===== config.mk =====
export PLATFORM = sky130hd
export DESIGN_NAME = ue14500_sequencer
export DESIGN_NICKNAME = d
export VERILOG_FILES = /design/src/rtl/ue14500_pkg.sv /design/src/rtl/ue14500_retstack.sv /design/src/rtl/ue14500_sequencer.sv
export SDC_FILE = /design/constraint.sdc
export NUM_CORES = 1
export LEC_CHECK = 0
export CAP_MARGIN = 5
export CORE_MARGIN = 2
export CORE_UTILIZATION = 45
export DETAILED_ROUTE_END_ITERATION = 10
export GPL_TIMING_DRIVEN = 0
export PLACE_DENSITY = 0.65
export SYNTH_ARGS = -nofsm -noshare
export SYNTH_HDL_FRONTEND = slang
export SYNTH_SLANG_ARGS = --single-unit

===== constraint.sdc =====
create_clock -name clk -period 3.5 [get_ports clk]
set_clock_uncertainty 0.05 [all_clocks]
set_input_delay 0.7 -clock clk [delete_from_list [all_inputs] [get_ports clk]]
set_output_delay 0.7 -clock clk [all_outputs]
set_load 0.02 [all_outputs]

===== src/rtl/ue14500_pkg.sv =====
// ue14500_pkg: UE14500 opcodes, sequencer states and program-word field offsets
package ue14500_pkg;
  localparam logic [3:0] I_NOP0 = 4'h0;
  localparam logic [3:0] I_LD   = 4'h1;
  localparam logic [3:0] I_ADD  = 4'h2;
  localparam logic [3:0] I_SUB  = 4'h3;
  localparam logic [3:0] I_ONE  = 4'h4;
  localparam logic [3:0] I_NAND = 4'h5;
  localparam logic [3:0] I_OR   = 4'h6;
  localparam logic [3:0] I_XOR  = 4'h7;
  localparam logic [3:0] I_STO  = 4'h8;
  localparam logic [3:0] I_STOC = 4'h9;
  localparam logic [3:0] I_IEN  = 4'hA;
  localparam logic [3:0] I_OEN  = 4'hB;
  localparam logic [3:0] I_JMP  = 4'hC;
  localparam logic [3:0] I_RTN  = 4'hD;
  localparam logic [3:0] I_SKZ  = 4'hE;
  localparam logic [3:0] I_NOPF = 4'hF;
  typedef enum logic [1:0] {S_IDLE, S_ISSUE, S_WAIT} seq_state_e;
  localparam int OP_MSB  = 7;
  localparam int OP_LSB  = 4;
  localparam int OPD_MSB = 3;
  localparam int OPD_LSB = 0;
  localparam int SEL_MSB = 1;
endpackage


===== src/rtl/ue14500_retstack.sv =====
// ue14500_retstack: shift-register return stack with top at entry 0; ports clk, rst_n, push, pop, din, dout, full, empty
module ue14500_retstack #(
  parameter int STACK_DEPTH = 2,
  parameter int ADDR_W = 4
) (
  input  logic              clk,
  input  logic              rst_n,
  input  logic              push,
  input  logic              pop,
  input  logic [ADDR_W-1:0] din,
  output logic [ADDR_W-1:0] dout,
  output logic              full,
  output logic              empty
);
  localparam int CW = $clog2(STACK_DEPTH + 1);
  logic [CW-1:0] cnt;
  logic [ADDR_W-1:0] e [STACK_DEPTH];
  assign full = cnt == CW'(STACK_DEPTH);
  assign empty = cnt == '0;
  assign dout = e[0];
  always_ff @(posedge clk or negedge rst_n)
    if (!rst_n) cnt <= '0;
    else if (push && !full) cnt <= cnt + CW'(1);
    else if (pop && !empty) cnt <= cnt - CW'(1);
  always_ff @(posedge clk)
    if (push && !full) begin
      e[0] <= din;
      for (int i = 1; i < STACK_DEPTH; i++) e[i] <= e[i-1];
    end else if (pop && !empty) begin
      for (int i = 0; i < STACK_DEPTH - 1; i++) e[i] <= e[i+1];
    end
endmodule


===== src/rtl/ue14500_sequencer.sv =====
// ue14500_sequencer: fetch/issue loop for the UE14500 core (program load, run/stop, JMP/RTN via return stack, sticky err_o); optional step_i with UE14500_SEQ_STEP_EN
module ue14500_sequencer
  import ue14500_pkg::*;
#(
  parameter int ADDR_W = 4,
  parameter int STACK_DEPTH = 2
) (
  input  logic              clk,
  input  logic              rst_n,
  input  logic              run_i,
`ifdef UE14500_SEQ_STEP_EN
  input  logic              step_i,
`endif
  input  logic              load_en_i,
  input  logic [ADDR_W-1:0] load_addr_i,
  input  logic [7:0]        load_data_i,
  input  logic [3:0]        din_i,
  input  logic              cpu_jmp_i,
  input  logic              cpu_rtn_i,
  output logic [3:0]        instr_o,
  output logic              data_o,
  output logic              issue_o,
  output logic              busy_o,
  output logic              err_o,
  output logic [ADDR_W-1:0] pc_o
);
  seq_state_e state, state_nxt;
  logic [7:0] mem [2**ADDR_W];
  logic [ADDR_W-1:0] pc_nxt, pc_inc, ret_addr;
  logic in_wait, go, jmp, rtn, full, empty, err_set;
`ifdef UE14500_SEQ_STEP_EN
  assign go = run_i || step_i;
`else
  assign go = run_i;
`endif
  assign in_wait = state == S_WAIT;
  assign pc_inc = pc_o + ADDR_W'(1);
  assign jmp = in_wait && cpu_jmp_i;
  assign rtn = in_wait && cpu_rtn_i && !cpu_jmp_i;
  assign err_set = (jmp && (cpu_rtn_i || full)) || (rtn && empty);
  ue14500_retstack #(.STACK_DEPTH(STACK_DEPTH), .ADDR_W(ADDR_W)) u_stack (
    .clk(clk), .rst_n(rst_n), .push(jmp), .pop(rtn), .din(pc_inc),
    .dout(ret_addr), .full(full), .empty(empty)
  );
  always_ff @(posedge clk or negedge rst_n)
    if (!rst_n) state <= S_IDLE;
    else state <= state_nxt;
  always_comb
    state_nxt = state == S_IDLE ? (go ? S_ISSUE : S_IDLE) :
                state == S_ISSUE ? S_WAIT : (run_i ? S_ISSUE : S_IDLE);
  always_comb begin
    issue_o = state == S_ISSUE;
    busy_o = state != S_IDLE;
  end
  // pc only moves at the end of WAIT; mem cannot change while busy, so mem[pc_o] is the issued word
  always_comb
    pc_nxt = jmp ? ADDR_W'(mem[pc_o][OPD_MSB:OPD_LSB]) :
             rtn ? (empty ? '0 : ret_addr) :
             in_wait ? pc_inc : pc_o;
  // instr/data are captured on entry to ISSUE so they are stable for the whole ISSUE/WAIT pair
  always_ff @(posedge clk or negedge rst_n)
    if (!rst_n) begin
      pc_o <= '0;
      err_o <= 1'b0;
      instr_o <= I_NOP0;
      data_o <= 1'b0;
    end else begin
      pc_o <= pc_nxt;
      err_o <= err_o || err_set;
      if (state_nxt == S_ISSUE) begin
        instr_o <= mem[pc_nxt][OP_MSB:OP_LSB];
        data_o <= din_i[mem[pc_nxt][SEL_MSB:OPD_LSB]];
      end
    end
  always_ff @(posedge clk)
    if (load_en_i && state == S_IDLE) mem[load_addr_i] <= load_data_i;
endmodule


==> results.toml <==
[worst_setup_path]
cp_max_fo = 7
rr_endpoint = "data_o"
worst-r2r-setup-slack_ns = -0.05
criticalPathCategory = "reg -> reg"
timing.rr.start = "pc_o[0]"
required_ns = 3.76
arrival_ns = 3.81
critPathLaunchType = "flop"
ff2ff_path_depth = 12
worst_setup_path_end_kind = "flop"
cp-startpoint = "pc_o[0]"

[sta]
period_needed_ns = 3.55
max_slew.worst_pin.slew_ns = 1.28
rsz0062_at_grt = "true"
period_share = 1.01
setup_viol_count_final = 1
relSlewSlack = 0.141
maxSlewViolCount = 0
hold_viol_final = 0
fin_hold_ws_ns = 0.416
setup_ws_ns = -0.0518
max_freq_mhz = 282

[floorplan]
die-width_um = 124
coreArea_sq_um = 14000
die-area_sq_um = 15400
fp-row-count = 43
start_util = 0.463
fp.dieH_um = 124
ios = 34

[logic_synthesis]
ys_seq_area_frac = 0.685
ys.flop_type = "edfxtp_1"
synth_commonest_cells = "edfxtp_1 (136), mux2i_1 (49), nor2_1 (30), nand2_1 (23), mux4_2 (19)"
synth_top_area_share = 0.631
ys_warn_count = 0
netlist_top_cells_area = "edfxtp_1 (63%), mux2i_1 (7.6%), mux4_2 (6.6%)"
async_reset_ff_frac = 0.0933
synth_nets = 423
syn_area_sq_um = 6470
synth_top_area_cell = "edfxtp_1"
synth_seq_cells = 150
syn_inst = 400
synth_edf_count = 136
ys_types = 50
synth.most_common_cell = "edfxtp_1"
avgSynthCellArea_sq_um = 16.2

[clock_network]
htree_levels = 4
cts_made_buffers = 17
path_clk_slew_ns = 0.06
max-clock-path-buffers = 2
clk_latency_ns = 0.42
cts_num_sinks = 150
ctsHoldBuffers = 0
cts_tree = "yes"
root_buffer = "clkbuf_16"

[pwr]
internal_power_w = 0.00425
p_sw_w = 0.00191
power_leakage_nw = 2.78
switching_share = 0.309
cellPowerDensity_nw_per_um2 = 779
seq_power_share = 0.347
power.total_w = 0.00616
peakVddDrop_v = 0.000414
comb_power_share = 0.378
p_clk_frac = 0.276

[worst_hold_path]
hold_depth = 0
hold_path_end = "u_stack.e[1][3]"
hold_class = "reg -> reg"
hold_start = "u_stack.e[0][3]"

[cells_and_area]
finish.utilization = 0.565
n_antenna_cell = 0
fillCellCount = 1081
drive_gt1_frac = 0.246
fin_area_sq_um = 7910
fin_nets = 491
syn2layout_area_growth_pct = 22.2

[placed_design]
numPortBuffers = 31
gp_congestion = 0.897
dp_hpwl_mm = 9.44
placed_area_sq_um = 7040

[drt]
routed_via_density = 5.75
wl_per_cell_um = 22.0
totalWireLength_mm = 14.5
drt_first_pass_iters = 5
vias = 3796
postRouteAntennaNets = 0
drt_iter0_drc = 534
drc = 0

[global_routing]
antenna_found_initial = 0
grt_max_degree = 17
grt_pass1_wl_mm = 21.5
gr-total-overflow = 0
track_usage = 0.202
first_global_vias = 3760

[outcome]
violations = "negative setup slack"
status = "finished, violations left"

[flow_run]
drv_cap = 0
[placed cells by master (no fill, tap or decap), types with 7 or more instances in the layout]
master,n
a21oi_1,9
buf_4,19
buf_6,8
clkbuf_1,7
clkbuf_16,17
clkdlybuf4s50_1,31
dfrtp_1,12
edfxtp_1,136
mux2_2,11
mux2i_1,49
mux4_2,19
nand2_1,22
nor2_1,29
nor2b_1,7
o21ai_0,8
[critical path, stage by stage, from the launching register on]
cell and delay (ns):
dfrtp_2 0.41, buf_8 0.14, buf_12 0.14, buf_6 0.12
buf_6 0.12, mux4_2 0.42, mux4_2 0.53, nor2_4 0.15
a31oi_4 0.07, and4_1 0.22, a311oi_2 0.27, mux4_2 0.53
mux2_4 0.26
[state kept, by name, summed over array words and instances, names as in the netlist]
name / cells
err_o: 1
data_o: 1
state: 2
instr_o: 4
pc_o: 4
mem: 128
u_stack.cnt: 2
u_stack.e: 8
[how the worst max path moves through the flow]
| stage | slack (ns) | end |
|---|---|---|
| after floorplan | 0.004 | data_o |
| after global placement | -0.49 | instr_o[0] |
| after detailed placement | -0.56 | instr_o[2] |
| after CTS | -0.06 | data_o |
| after global routing | -0.19 | data_o |
| final | -0.05 | data_o |
[power by group through the flow]
stage	Sequential (W)	Clock [W]	Combinational [W]
floorplan	0.00222	0	0.00131
global placement	0.00217	0	0.00189
detailed placement	0.00217	0	0.00191
CTS	0.00214	0.00171	0.00219
global route	0.00215	0.00179	0.00249
finish	0.00214	0.00170	0.00233
[metrics by stage]
stage	setup WS (ns)	instances	setup TNS (ns)
finish	-0.0518	660	-0.0518
global route	-0.187	660	-0.205
CTS	-0.0558	656	-0.0558
detailed placement	-0.563	612	-2.64
global placement	-0.492	611	-2.30
floorplan	0.00405	400	0
[layer usage]
| metal | GRT usage | vias up | routed length (um) |
|---|---|---|---|
| li1 | - | 1706 | - |
| met1 | 0.280 | 1903 | 6400 |
| met2 | 0.314 | 161 | 6820 |
| met3 | 0.0380 | 26 | 950 |
| met4 | 0.0878 | 0 | 337 |
| met5 | 0 | - | 0 |
[what timing repair did]
item,in CTS,in global routing
endpoints found under the setup margin,5,5
pin swaps,6,9
setup buffers,13,4
gates resized for setup,29,22
[cell families (layout without fill, tap and decap cells)]
family	after synthesis	after routing	share of synthesized area
multiplexers	83	83	0.168
adder cells (fa/ha/maj)	1	1	0.00193
XOR/XNOR	3	3	0.00406
AO/OA/AOI/OAI	49	49	0.0540
AND/OR/NAND/NOR	87	87	0.0638
flip-flops	150	150	0.685
buffers and inverters	27	107	0.0228
[area by class of cell]
cell class	count	area [sq um]	area share
multi-input combinational	223	2010	0.254
inverter	5	21.3	0.00269
buffer	22	199	0.0252
tap	180	225	0.0285
timing repair buffer	49	469	0.0593
clock inverter	11	110	0.0139
clock buffer	20	437	0.0552
sequential	150	4440	0.561
No activity file was read; power rests on OpenSTA's default activity.
